$ cat config.mk
export PLATFORM = sky130hd
export DESIGN_NAME = score_display
export DESIGN_NICKNAME = d
export VERILOG_FILES = /design/src/rtl/score_display.sv
export SDC_FILE = /design/constraint.sdc
export NUM_CORES = 1
export LEC_CHECK = 0
export ABC_AREA = 1
export ABC_CLOCK_PERIOD_IN_PS = 9200
export CAP_MARGIN = 30
export CORE_MARGIN = 4
export CORE_UTILIZATION = 64
export DETAILED_ROUTE_END_ITERATION = 6
export PLACE_DENSITY_LB_ADDON = 0.1
export SLEW_MARGIN = 30
export SYNTH_ARGS = -nofsm -noshare
export SYNTH_HDL_FRONTEND = slang
export SYNTH_SLANG_ARGS = --single-unit
$ cat constraint.sdc
create_clock -name clk -period 9.2 [get_ports clk]
set_input_delay 1.84 -clock clk [delete_from_list [all_inputs] [get_ports clk]]
set_output_delay 1.84 -clock clk [all_outputs]
set_load 0.005 [all_outputs]
$ cat src/rtl/score_display.sv
// rtl/score_display.sv - binary score to BCD converter with multiplexed 4-digit seven-segment drive

module score_display #(
   parameter int REFRESH_DIV = 100000,
   parameter int BLINK_DIV   = 25000000,
   parameter int STATE_BITS  = 1,
   parameter int STATE_RESET = 0,
   parameter int STATE_PAUSE = 1,
   parameter int STATE_GAME  = 2
) (
   input  logic                  clk,
   input  logic                  rst,
   input  logic [13:0]           score,
   input  logic [STATE_BITS:0]   state,
   output logic [15:0]           bcd,
   output logic                  conv_busy,
   output logic [3:0]            an,
   output logic [6:0]            seg
);

   localparam int RW = (REFRESH_DIV > 1) ? $clog2(REFRESH_DIV) : 1;
   localparam int BW = (BLINK_DIV > 1) ? $clog2(BLINK_DIV) : 1;
   localparam logic [STATE_BITS:0] ST_RESET = (STATE_BITS+1)'(STATE_RESET);
   localparam logic [STATE_BITS:0] ST_PAUSE = (STATE_BITS+1)'(STATE_PAUSE);
   localparam logic [STATE_BITS:0] ST_GAME  = (STATE_BITS+1)'(STATE_GAME);

   typedef enum logic [1:0] {C_IDLE, C_SHIFT, C_LOAD} conv_state_t;

   conv_state_t   cstate_q, cstate_d;
   logic [13:0]   src_q, src_d;
   logic [13:0]   shift_q, shift_d;
   logic [15:0]   work_q, work_d;
   logic [3:0]    iter_q, iter_d;
   logic [15:0]   bcd_q, bcd_d;
   logic          busy_q, busy_d;
   logic [RW-1:0] refresh_q, refresh_d;
   logic [1:0]    idx_q, idx_d;
   logic [3:0]    scan_an_q, scan_an_d;
   logic [3:0]    an_q, an_d;
   logic [6:0]    seg_q, seg_d;
   logic [BW-1:0] blink_cnt_q, blink_cnt_d;
   logic          blink_on_q, blink_on_d;

   logic [13:0]   sat_score;
   logic [15:0]   adj;
   logic [3:0]    cur_digit;
   logic [3:0]    lz;
   logic          pause_mode;

   // Scores above four digits saturate so the display never wraps.
   assign sat_score = (score > 14'd9999) ? 14'd9999 : score;

   // Only pause blinks; reset and game modes always show the scan.
   assign pause_mode = (state == ST_PAUSE) && (state != ST_RESET) && (state != ST_GAME);

   // lz[i]: digit i and every higher digit are zero; the ones digit always shows.
   assign lz[3] = (bcd_q[15:12] == 4'd0);
   assign lz[2] = lz[3] && (bcd_q[11:8] == 4'd0);
   assign lz[1] = lz[2] && (bcd_q[7:4] == 4'd0);
   assign lz[0] = 1'b0;

   assign cur_digit = bcd_q[{idx_q, 2'b00} +: 4];

   function automatic logic [6:0] seg_decode(input logic [3:0] d);
      case (d)
         4'd0:    seg_decode = 7'b1000000;
         4'd1:    seg_decode = 7'b1111001;
         4'd2:    seg_decode = 7'b0100100;
         4'd3:    seg_decode = 7'b0110000;
         4'd4:    seg_decode = 7'b0011001;
         4'd5:    seg_decode = 7'b0010010;
         4'd6:    seg_decode = 7'b0000010;
         4'd7:    seg_decode = 7'b1111000;
         4'd8:    seg_decode = 7'b0000000;
         4'd9:    seg_decode = 7'b0010000;
         default: seg_decode = 7'b1111111;
      endcase
   endfunction

   // Shift-add-3 converter: capture in IDLE, 14 iterations in SHIFT, publish in LOAD.
   always_comb begin
      cstate_d = cstate_q;
      src_d    = src_q;
      shift_d  = shift_q;
      work_d   = work_q;
      iter_d   = iter_q;
      bcd_d    = bcd_q;
      busy_d   = busy_q;
      adj      = work_q;
      case (cstate_q)
         C_IDLE: begin
            if (sat_score != src_q) begin
               src_d    = sat_score;
               shift_d  = sat_score;
               work_d   = 16'd0;
               iter_d   = 4'd0;
               busy_d   = 1'b1;
               cstate_d = C_SHIFT;
            end
         end
         C_SHIFT: begin
            for (int i = 0; i < 4; i++) begin
               if (adj[4*i +: 4] >= 4'd5) begin
                  adj[4*i +: 4] = adj[4*i +: 4] + 4'd3;
               end
            end
            {work_d, shift_d} = {adj, shift_q} << 1;
            iter_d = iter_q + 4'd1;
            if (iter_q == 4'd13) begin
               cstate_d = C_LOAD;
            end
         end
         C_LOAD: begin
            bcd_d    = work_q;
            busy_d   = 1'b0;
            cstate_d = C_IDLE;
         end
         default: cstate_d = C_IDLE;
      endcase
   end

   // Digit scan, leading-zero blanking and pause blink; an/seg change together with the index.
   always_comb begin
      refresh_d   = refresh_q + 1'b1;
      idx_d       = idx_q;
      scan_an_d   = scan_an_q;
      seg_d       = seg_q;
      blink_cnt_d = blink_cnt_q + 1'b1;
      blink_on_d  = blink_on_q;
      if (refresh_q == RW'(REFRESH_DIV - 1)) begin
         refresh_d = '0;
         idx_d     = idx_q + 2'd1;
         scan_an_d = ~(4'b0001 << idx_q);
         seg_d     = lz[idx_q] ? 7'b1111111 : seg_decode(cur_digit);
      end
      if (blink_cnt_q == BW'(BLINK_DIV - 1)) begin
         blink_cnt_d = '0;
         blink_on_d  = ~blink_on_q;
      end
      an_d = (pause_mode && !blink_on_d) ? 4'b1111 : scan_an_d;
   end

   // All state registers; async reset puts the display dark and the converter idle.
   always_ff @(posedge clk or posedge rst) begin
      if (rst) begin
         cstate_q    <= C_IDLE;
         src_q       <= 14'd0;
         shift_q     <= 14'd0;
         work_q      <= 16'd0;
         iter_q      <= 4'd0;
         bcd_q       <= 16'd0;
         busy_q      <= 1'b0;
         refresh_q   <= '0;
         idx_q       <= 2'd0;
         scan_an_q   <= 4'b1111;
         an_q        <= 4'b1111;
         seg_q       <= 7'b1111111;
         blink_cnt_q <= '0;
         blink_on_q  <= 1'b1;
      end else begin
         cstate_q    <= cstate_d;
         src_q       <= src_d;
         shift_q     <= shift_d;
         work_q      <= work_d;
         iter_q      <= iter_d;
         bcd_q       <= bcd_d;
         busy_q      <= busy_d;
         refresh_q   <= refresh_d;
         idx_q       <= idx_d;
         scan_an_q   <= scan_an_d;
         an_q        <= an_d;
         seg_q       <= seg_d;
         blink_cnt_q <= blink_cnt_d;
         blink_on_q  <= blink_on_d;
      end
   end

   assign bcd       = bcd_q;
   assign conv_busy = busy_q;
   assign an        = an_q;
   assign seg       = seg_q;

endmodule

### Word level (Yosys, flattened, before mapping)

Memory sizes are Yosys's and may differ from the RTL's.
Cells that the tools add are included.

| word-level totals | value |
|---|---|
| ROM bits | 112 |
| output and inout bits | 28 |
| memories kept | 1 |
| word-level logic and storage cells | 84 |
| bits in registers | 127 |

| cells by class | value |
|---|---|
| shifts and indexed selects | 2 |
| equal/unequal tests | 10 |
| order comparisons | 6 |
| $add $sub $neg | 8 |
| reduce and logical (&&, ||, !) cells | 17 |
| bitwise logic cells | 2 |
| muxes and demuxes | 24 |

Memory list:

| memory | words | bits a word | read ports | clocked after memory_dff | write ports | line | text |
|---|---|---|---|---|---|---|---|
| (name not given) | 16 | 7 | 1 | 0 | 0 | 65 | `case (d)` |

Operators with widths:

| kind | number |
|---|---|
| $pmux W16 S2 | 1 |
| $mux W14 | 2 |
| $pmux W14 S2 | 1 |
| $add A25 B1 Y25 const B | 1 |
| $eq A25 B25 Y1 const B | 1 |
| $mux W25 | 1 |
| $mux W4 | 6 |
| $add A17 B1 Y17 const B | 1 |
| $eq A17 B17 Y1 const B | 1 |
| $mux W17 | 1 |
| $ge A4 B3 Y1 const B | 4 |
| $mux W16 | 1 |
| $shiftx A16 B5 Y4 | 1 |
| $gt A14 B14 Y1 const B | 1 |
| $ne A14 B14 Y1 | 1 |
| $add A4 B2 Y4 const B | 3 |
| $logic_not A4 Y1 | 3 |
| $pmux W4 S2 | 1 |
| $reduce_and A2 Y1 | 4 |
| $mux W7 | 1 |
| $ne A2 B2 Y1 const B | 3 |
| $reduce_bool A2 Y1 | 3 |
| $logic_and A1 B1 Y1 | 5 |
| $add A4 B1 Y4 const B | 1 |
| other kinds (17) | 21 |

### Longest topological paths before layout

Gate-level depths: netlist of run 1.

| depth | value |
|---|---|
| word-level depth | 6 |
| gate-level depth with buffers | 18 |
| gate-level depth less buffers | 16 |

### Worst setup path before layout of run 1

No wires, ideal clock.

| timing path | value |
|---|---|
| path kind | input -> register |
| from | input port score[9] |
| to | register shift_q[6] |
| stages on the path | 16 |
| arrival time | 3.151 ns |
| buffers on the path | 2 |
| path slack | 5.933 ns |
| cells stage by stage | nand2_1 -> nor2_1 -> nand2_1 -> nand2_1 -> nand2_2 -> buf_6 -> nand2_1 -> xor2_1 -> nand2_1 -> nor2_1 -> nand2_1 -> nand2_4 -> nand2_2 -> buf_6 -> nand2_1 -> nand2_1 |

| between the ends | value |
|---|---|
| word-level cells in the longest chain between the ends | 5 |

Ends and longest elaborated chain:

| what | line | text |
|---|---|---|
| from (decl) | 13 | `input logic [13:0] score,` |
| $gt A14 B14 Y1 | 51 | `assign sat_score = (score > 14'd9999) ? 14'd9999 : score;` |
| $mux W14 (*) | 51 |  |
| $ne A14 B14 Y1 | 92 | `if (sat_score != src_q) begin` |
| $ne A2 B2 Y1 (no line) | -- |  |
| $reduce_and A2 Y1 (no line) | -- |  |
| to (signal assigned) | 163 | `shift_q <= shift_d;` |
| to (decl) | 31 | `logic [13:0] shift_q, shift_d;` |

Every way passes the cells marked *; elsewhere a longest branch is shown, timed or not. The select of a mux whose other input is x is not followed.
A chain may end at the register's enable or synchronous reset.

### Worst setup path in the final report of run 1

| timing path | value |
|---|---|
| from | input port score[5] |
| to | register shift_q[4] |

Same word-level chain as after synthesis.

==> results of run 1 <==
stage by stage:
step                      worst slack (ns)  hold WS, ns
after detailed placement             4.560       0.4547
final                                5.020       0.4602
after global placement               4.655       0.4471
after floorplan                      4.002       0.4329
after global routing                 4.617       0.4815
after CTS                            5.063       0.4626
final cells by class:
class,instances,area (um2)
clock buffer,21,469.2
clock inverter,10,135.1
fill,716,2442
inverter,125,471.7
multi-input combinational,584,2879
sequential,127,3198
tap,136,170.2
timing repair buffer,47,465.4
cell usage in the layout (no fill, tap or decap), drive strengths merged, types with 9 or more instances in the layout:
cell type	n
clkdlybuf4s50	45
o21ai	82
a21oi	25
nor3	19
xor2	12
nor4	9
clkbuf	21
inv	123
dfrtp	111
ha	21
nand3	76
nor2	72
dfstp	16
nand4	14
nand2	225
per-layer routing:
layer | up-vias | GRT usage, %
met3 | 23 | 5.475
li1 | 2848 | -
met2 | 200 | 48.09
met5 | - | 0
met4 | 0 | 8.355
met1 | 2848 | 34.03
power groups by stage:
| stage | clock (mW) | sequential (mW) | combinational (mW) |
|---|---|---|---|
| after floorplan | 0 | 0.800 | 0.480 |
| after global placement | 0 | 0.824 | 0.627 |
| after detailed placement | 0 | 0.830 | 0.664 |
| after CTS | 0.681 | 0.823 | 0.681 |
| after global routing | 0.712 | 0.848 | 0.787 |
| final | 0.679 | 0.827 | 0.681 |
cells by family (layout without fill, tap and decap cells):
group           count (synthesis)  count (layout)  synth area share, %
fa+ha+maj                      21              21                3.939
compound gates                125             125                10.07
simple gates                  422             422                27.05
xor+xnor                       16              16                2.101
buf+inv                       147             203                8.891
flops                         127             127                47.95
cell usage after synthesis, types with 3 or more instances:
master / number / area share (%)
nor3_1: 19 / 1.4
dfrtp_1: 111 / 42
clkbuf_1: 13 / 0.73
nand2_1: 222 / 12
xnor2_1: 4 / 0.53
buf_4: 7 / 0.79
xor2_1: 12 / 1.6
nor4_1: 9 / 0.84
ha_1: 21 / 3.9
o211ai_1: 5 / 0.56
inv_2: 3 / 0.17
nand4_1: 14 / 1.3
nand3_1: 76 / 5.7
inv_1: 120 / 6.8
nor2_1: 69 / 3.9
nor2_2: 3 / 0.28
a21oi_1: 25 / 1.9
o21ai_0: 73 / 5.5
nand3b_1: 4 / 0.45
o21ai_1: 9 / 0.68
dfstp_2: 16 / 6.3
registers in the layout (all words and copies together), names as in the netlist:
signal / flops
conv_busy: 1
seg: 7
work_q: 16
scan_an_q: 4
blink_on_q: 1
blink_cnt_q: 25
bcd: 16
idx_q: 2
src_q: 14
cstate_q: 2
iter_q: 4
an: 4
refresh_q: 17
shift_q: 14
how the worst min path moves through the flow:
stage          cells after the start      startpoint  slack (ns)              to
6_report                           1  blink_cnt_q[0]        0.46  blink_cnt_q[0]
2_1_floorplan                      1  blink_cnt_q[0]        0.43  blink_cnt_q[0]
4_1_cts                            1  blink_cnt_q[0]        0.46  blink_cnt_q[0]
3_3_place_gp                       1  blink_cnt_q[0]        0.45  blink_cnt_q[0]
5_1_grt                            1  blink_cnt_q[0]        0.48  blink_cnt_q[0]
3_5_place_dp                       1  blink_cnt_q[0]        0.45  blink_cnt_q[0]
==> impl_metrics.tcl, run 1 <==
set metrics [dict create \
    run_status "completed" \
    drive_gt1_share_pct 6.783 \
    htreeDepth 4 \
    layout.nets 941 \
    critPathRequiredTime_ns 9.61 \
    ir_worst_vdd_mv 0.2236 \
    syn-cell-area_um2 6670 \
    setup.worst_path.start "score[5]" \
    fin_util_pct 76.13 \
    maxSlewHeadroom_pct 47.02 \
    cts_tree "built" \
    antenna_cells 0 \
    critPathArrivalTime_ns 4.59 \
    seq_area_frac_synth_pct 47.95 \
    cp-endpoint "shift_q[4]" \
    finalSetupTns_ns 0 \
    grt_pass1_wl_um 26400 \
    detail-route-antenna-nets 0 \
    hold_class "flip-flop to flip-flop" \
    synthArstFlopShare_pct 100.0 \
    combPwrFrac_pct 31.2 \
    met1Wirelength_um 6456 \
    rows 37 \
    io_pins 46 \
    wl_um 15430 \
    start_util_pct 65.20 \
    power_leakage_nw 3.916 \
    seqPwrFrac_pct 37.8 \
    p_sw_mw 0.7708 \
    portBuffers 45 \
    reg2reg_setup_slack_ns 6.69 \
    syn2layout_area_growth_pct 16.77 \
    cts_buffer_depth 2 \
    synth_edf_count 0 \
    worstPathMaxFanout 63 \
    drv_slew 0 \
    final_area_um2 7789 \
    grt_pass1_vias 5742 \
    critical_path_depth 17 \
    yosysWarnings 0 \
    firstDrtPassIters 5 \
    coreArea_um2 10230 \
    max-cap-violations 0 \
    critPathSlowestCell "nand2_4" \
    worstSetupPathType "primary input to flip-flop" \
    fin_skew_ns 0.007449 \
    top_layer_used "met4" \
    final_cells 1050 \
    grt_max_degree 65 \
    cts_sinks 127 \
    setup_viol_count_final 0 \
    fin_crit_ns 4.180 \
    fmaxAchievable_mhz 239.2 \
    syn_nets 897 \
    synth.distinct_cells 36 \
    powerDensity_nw_per_um2 280.7 \
    vias 5919 \
    die_y_um 110.1 \
    syn_inst 858 \
    clkPwrFrac_pct 31.0 \
    clkSlewWorstSetupHoldPaths_ns 0.06 \
    dp.cells 1019 \
    worst_path_dominant_cell_family "simple AND/OR/NAND/NOR gates" \
    place_area_um2 7184 \
    grt_remaining_overflow 0 \
    numCtsBuffers 17 \
    finalHoldViolCount 0 \
    path_common_cell "nand2_1" \
    finalCritPeriodShare_pct 45.43 \
    r2r-start "idx_q[0]" \
    holdBufCountCts 0 \
    ys_ff_latch 127 \
    wire_per_inst_um 14.69 \
    critPathCaptureType "flip-flop" \
    total_power_mw 2.187 \
    place_hpwl_um 10060 \
    cpPeakStageDelay_ns 0.50 \
    drc 0 \
    worstPathCellList "clkdlybuf4s50_1, nor2_1, nand2_1, nand2_1, nand2_1, nand2_2, nand2_1, nand2_1, nand2_1, nor2_1, nand2_1, nor2_1, nand2_1, nand2_4, nand2_2, nand2_1, nand2_1" \
    rr_endpoint "seg[3]" \
    critPathLaunchType "primary input" \
    die_area_um2 12120 \
    antenna_found_initial 0 \
    switching_share_pct 35.25 \
    power.internal_mw 1.416 \
    wl_met2_um 8117 \
    rsz0062_at_grt "false" \
    drt_iter0_drc 727 \
    syn_avg_cell_area_um2 7.774 \
    worstRegToRegCells 11 \
    synth_ff_type "dfrtp_1" \
    critPathBufInv 1 \
    post_cts_resized 0 \
    postCtsSetupBuffers 0 \
    worst_slew_pin_slew_ns 0.7946 \
    dieWidth_um 110.1 \
    grt_use_total_pct 27.33 \
    clk_latency_ns 0.52 \
    dr_wl_met3_um 668 \
    gp_congestion 0.9545 \
    clockRootBuffer "clkbuf_8" \
    via_per_inst 5.637 \
]
(Power assumes the default switching activity.)
==> inputs of run 2 (changes only) <==
--- a/config.mk
+++ b/config.mk
@@ -6,10 +6,10 @@
 export NUM_CORES = 1
 export LEC_CHECK = 0
 export ABC_AREA = 1
-export ABC_CLOCK_PERIOD_IN_PS = 9200
+export ABC_CLOCK_PERIOD_IN_PS = 3600
 export CAP_MARGIN = 30
 export CORE_MARGIN = 4
-export CORE_UTILIZATION = 64
+export CORE_UTILIZATION = 54
 export DETAILED_ROUTE_END_ITERATION = 6
 export PLACE_DENSITY_LB_ADDON = 0.1
 export SLEW_MARGIN = 30
==> constraint.sdc (replaced) <==
create_clock -name clk -period 3.6 [get_ports clk]
set_input_delay 0.72 -clock clk [delete_from_list [all_inputs] [get_ports clk]]
set_output_delay 0.72 -clock clk [all_outputs]
set_load 0.005 [all_outputs]
==> run 2 against run 1 <==
Compared with the run above:
- clock skew fell by 0.0025 ns
- non-clock buffer count rose by 1
- cell count rose by 3.2%
- critical path type unchanged
- largest power group unchanged
==> impl_metrics.tcl, run 2 (synthesis results as in run 1) <==
set metrics [dict create \
    dieWidth_um 119.1 \
    grt_max_degree 128 \
    firstDrtPassIters 5 \
    top_register "blink_cnt_q" \
    gp_congestion 0.9120 \
    min_to "refresh_q[0]" \
    worstPathMaxFanout 45 \
    nFillCells 1028 \
    numCtsBuffers 17 \
    critPathArrivalTime_ns 3.10 \
    max-cap-violations 0 \
    grt_remaining_overflow 0 \
    rows 40 \
    worst_slew_pin_slew_ns 0.7041 \
    fmaxAchievable_mhz 362.2 \
    cts_sinks 127 \
    critPathLaunchType "primary input" \
    clockRootBuffer "clkbuf_16" \
    fin_skew_ns 0.004990 \
    combPwrFrac_pct 31.0 \
    die_y_um 119.1 \
    postCtsSetupBuffers 0 \
    final_cell_mix "nand2_1, inv_1, dfrtp_1, nand3_1, o21ai_0" \
    io_pins 46 \
    reg2reg_setup_slack_ns 1.09 \
    seqPwrFrac_pct 38.3 \
    worstHoldPathCells 1 \
    fin_hold_ws_ns 0.4615 \
    via_per_inst 5.174 \
    start_util_pct 55.30 \
    power.internal_mw 3.616 \
    cts_tree "built" \
    clkSlewWorstSetupHoldPaths_ns 0.05 \
    layout.nets 942 \
    drc 0 \
    worstRegToRegCells 11 \
    grt_pass1_vias 5523 \
    finalHoldViolCount 0 \
    place_hpwl_um 9955 \
    post_cts_resized 0 \
    run_status "completed" \
    total_power_mw 5.497 \
    fin_crit_ns 2.761 \
    wire_per_inst_um 13.07 \
    maxSlewHeadroom_pct 53.06 \
    drv_slew 0 \
    portBuffers 45 \
    p_sw_mw 1.881 \
    min_from "refresh_q[0]" \
    top_regs "blink_cnt_q (25), refresh_q (17)" \
    switching_share_pct 34.22 \
    clk_latency_ns 0.41 \
    antenna_cells 0 \
    cts_buffer_depth 2 \
    grt_pass1_wl_um 24420 \
    rsz0062_at_grt "false" \
    setup.worst_path.start "score[5]" \
    rr_endpoint "seg[3]" \
    final_common_cell "nand2_1" \
    hold_class "flip-flop to flip-flop" \
    coreArea_um2 12060 \
    largest_reg_flops 25 \
    clkPwrFrac_pct 30.6 \
    finalSetupTns_ns 0 \
    drive_gt1_share_pct 6.550 \
    syn2layout_area_growth_pct 17.65 \
    die_area_um2 14190 \
    holdBufCountCts 0 \
    wl_um 14170 \
    critPathRequiredTime_ns 3.94 \
    drt_iter0_drc 459 \
    worstSetupPathType "primary input to flip-flop" \
    powerDensity_nw_per_um2 700.5 \
    setup_viol_count_final 0 \
    r2r-start "idx_q[0]" \
    finalCritPeriodShare_pct 76.68 \
    ir_worst_vdd_mv 0.5139 \
    detail-route-antenna-nets 0 \
    htreeDepth 4 \
    critPathCaptureType "flip-flop" \
    power_leakage_nw 3.933 \
    antenna_found_initial 0 \
    vias 5609 \
    grt_use_total_pct 20.90 \
]
==> run 2: cell type report <==
| type | instances | area (um2) | area share, % |
|---|---|---|---|
| Tap cell | 168 | 210.2 | 2.679 |
| Inverter | 125 | 473.0 | 6.027 |
| Timing Repair Buffer | 48 | 498.0 | 6.346 |
| Multi-Input combinational cell | 584 | 2879 | 36.69 |
| Clock buffer | 26 | 509.2 | 6.489 |
| Clock inverter | 6 | 80.08 | 1.020 |
| Sequential cell | 127 | 3198 | 40.75 |
==> run 2: critical path, cell delays in order <==
cell	delay, ns
clkdlybuf4s50_1	0.44
nor2_1	0.12
nand2_1	0.06
nand2_1	0.05
nand2_1	0.05
nand2_2	0.29
nand2_1	0.14
nand2_1	0.09
nand2_1	0.05
nor2_1	0.10
nand2_1	0.06
nor2_1	0.08
nand2_1	0.14
nand2_4	0.23
buf_12	0.25
nand3_1	0.11
nand2_1	0.09
==> run 2: worst max-delay path by stage <==
stage / end / slack [ns] / depth (start not counted)
floorplan: bcd[0] / 1.33 / 1
global route: shift_q[1] / 0.59 / 17
CTS: shift_q[10] / 0.87 / 17
finish: shift_q[10] / 0.84 / 17
global placement: shift_q[5] / 0.50 / 17
detailed placement: shift_q[2] / 0.43 / 17
==> run 2: power groups by stage <==
stage | Clock (mW) | Combinational, mW | Sequential, mW
after floorplan | 0 | 1.23 | 2.04
final | 1.68 | 1.71 | 2.11
after global placement | 0 | 1.63 | 2.11
after detailed placement | 0 | 1.71 | 2.12
after CTS | 1.72 | 1.72 | 2.10
after global routing | 1.79 | 1.98 | 2.16
==> run 2: layer usage <==
metal | GRT usage (%) | up-vias | wire length [um]
li1 | - | 2853 | -
met1 | 25.29 | 2597 | 6238
met2 | 36.49 | 134 | 7114
met3 | 5.176 | 25 | 598
met4 | 6.807 | 0 | 222
met5 | 0 | - | 0
==> run 2: stage by stage <==
stage,utilization [%],setup slack (ns),area [um2],std cells
floorplan,-,1.326,6674,858
global placement,60.18,0.5036,7258,1052
detailed placement,60.18,0.4298,7258,1052
CTS,65.06,0.8650,7848,1084
global route,65.06,0.5879,7848,1084
finish,65.06,0.8394,7848,1084
==> RTL change: new RTL, settings of run 1 <==
Set the parameter `BLINK_DIV` to 12500000 (it was 25000000).
--- a/src/rtl/score_display.sv
+++ b/src/rtl/score_display.sv
@@ -2,7 +2,7 @@
 
 module score_display #(
    parameter int REFRESH_DIV = 100000,
-   parameter int BLINK_DIV   = 25000000,
+   parameter int BLINK_DIV   = 12500000,
    parameter int STATE_BITS  = 1,
    parameter int STATE_RESET = 0,
    parameter int STATE_PAUSE = 1,
Function: no difference found for any inputs over 10 cycles, from zero or initial values and one cycle with rst high; that may be too few to reach the edited logic, so the function may still have changed.
==> RTL change against run 1 <==
Clock skew decreased by 0.0018 ns; worst setup slack improved by 0.090 ns; total power decreased by 4.2%; synthesized cell count decreased by 0.47%; clock power decreased by 12%; highest routed layer unchanged; final area decreased by 1.4%; routed wire length decreased by 2.5%; area after synthesis decreased by 0.24%; die area decreased by 0.23%; sequential cell count decreased by 1; count of clock-buffer cells in the layout increased by 1.
==> RTL change: results (changes against run 1) <==
| Metric | Value |
|---|---|
| Outcome | finished clean |
| Initial antenna violation count | 0 (unchanged) |
| Non-clock buffer share | 6.06% (+0.084 points) |
| Worst vdd ir | 0.000259 V (+16%) |
| Footprint of the multi-input gates | 0.00285 sq mm (-1.2%) |
| Hold Crit Start | refresh_q[0] |
| Fin nets | 936 (-0.53%) |
| First-pass GRT wire length | 25600 um (-3.1%) |
| Pre-CTS setup slack | 4.63 ns (+0.0734 ns) |
| Drt first pass iters | 7 (+2) |
| Synth Area in Compound Gates | 11.1% (+1.1 points) |
| Met2 Resource Use GR | 48.0% (-0.087 points) |
| Clock-cell share | 6.99% (-0.77 points) |
| Synth top cells by count | nand2_1, inv_1, dfrtp_1, o21ai_0, nand3_1 |
| Rel. slew slack | 45.2% (-1.8 points) |
| Clock buffers | 22 (+4.8%) |
| Count of non-CTS inverters in the layout | 131 (+4.8%) |
| Detailed Place HPWL | 10100 um (about the same) |
| Fill cells | 706 (-1.4%) |
| GR Util met1 | 31.4% (-2.6 points) |
| FF-to-FF setup slack | 6.65 ns (-0.04 ns) |
| Post-DP Area | 0.00714 sq mm (-0.56%) |
| RD Place Congestion | 0.848 (-11%) |
| Die Width | 110 um (-0.11%) |
| Initial drt markers | 491 (-32%) |
| Unique masters post-synth | 41 (+14%) |
| Critical Path AT | 4.49 ns (-0.10 ns) |
| Pwr/cell area | 273 mW/mm^2 (-2.9%) |
| Share of layout cells above drive strength 1 | 6.92% (+0.14 points) |
| Combinational power | 0.676 mW (-0.7%) |
| Post-Synth Adder-Cell Area | 3.95% (+0.0096 points) |
| Total wire length | 15000 um (-2.5%) |
| Synth Net Count | 893 (-0.45%) |
| Fraction of the yosys area taken by sequential cells | 47.7% (-0.26 points) |
| Metal2 WL | 7970 um (-1.8%) |
| Metal1 wirelength | 6160 um (-4.6%) |
| Hold EP | refresh_q[0] |
| Skew final | 0.00568 ns (-0.00177 ns) |
| Top cells by area, synth | dfrtp_1, nand2_1, inv_1 |
| Clock power frac | 28.6% (-2.4 points) |
| Met3 Use GR | 6.46% (+0.98 points) |
| GRT Overall Usage | 26.9% (-0.46 points) |
| Sequential cell count | 126 (-0.79%) |
[RTL change: cell count changes after synthesis, moves of 4 or more]
cell	change
o21ai_0	+14
inv_1	+7
nor3_1	-4
nor2_1	-8
buf_4	-5
nand3_1	-8
buf_6	+4
o21ai_1	-9
xor2_1	-4
a21oi_1	+4
[RTL change: worst max-delay path: stages]
cell	delay, ns
clkdlybuf4s50_1	0.43
nor2_1	0.12
nand2_1	0.07
nand2_1	0.05
nand2_1	0.05
nand2_2	0.29
nand2_1	0.15
nand2_1	0.09
nand2_1	0.06
nor2_1	0.11
nand2_1	0.07
nor2_1	0.13
nand2_2	0.10
nand2_4	0.48
nand2_4	0.22
nand2_1	0.14
nand2_1	0.06
[RTL change: cells by family (layout without fill, tap and decap cells)]
| logic type | after synthesis | in the layout |
|---|---|---|
| buf+inv | 154 | 210 |
| flops | 126 | 126 |
| fa+ha+maj | 21 | 21 |
| compound gates | 136 | 136 |
| simple gates | 408 | 408 |
| xor+xnor | 9 | 9 |
[RTL change: through the flow]
step	hold WS (ns)	utilization, %	std cells
finish	0.462	77.2	1043
global route	0.507	77.2	1043
CTS	0.461	77.2	1043
detailed placement	0.454	71.8	1011
global placement	0.445	71.8	1011
floorplan	0.433	-	854
[RTL change: how the worst max path moves through the flow]
stage              from          end  slack, ns  cells after the start
2_1_floorplan       rst       bcd[0]       4.03                      1
3_3_place_gp   score[4]   shift_q[7]       4.75                     17
3_5_place_dp   score[5]  shift_q[12]       4.63                     17
4_1_cts        score[4]   shift_q[3]       5.14                     17
5_1_grt        score[7]   shift_q[3]       4.77                     17
6_report       score[4]   shift_q[3]       5.11                     17
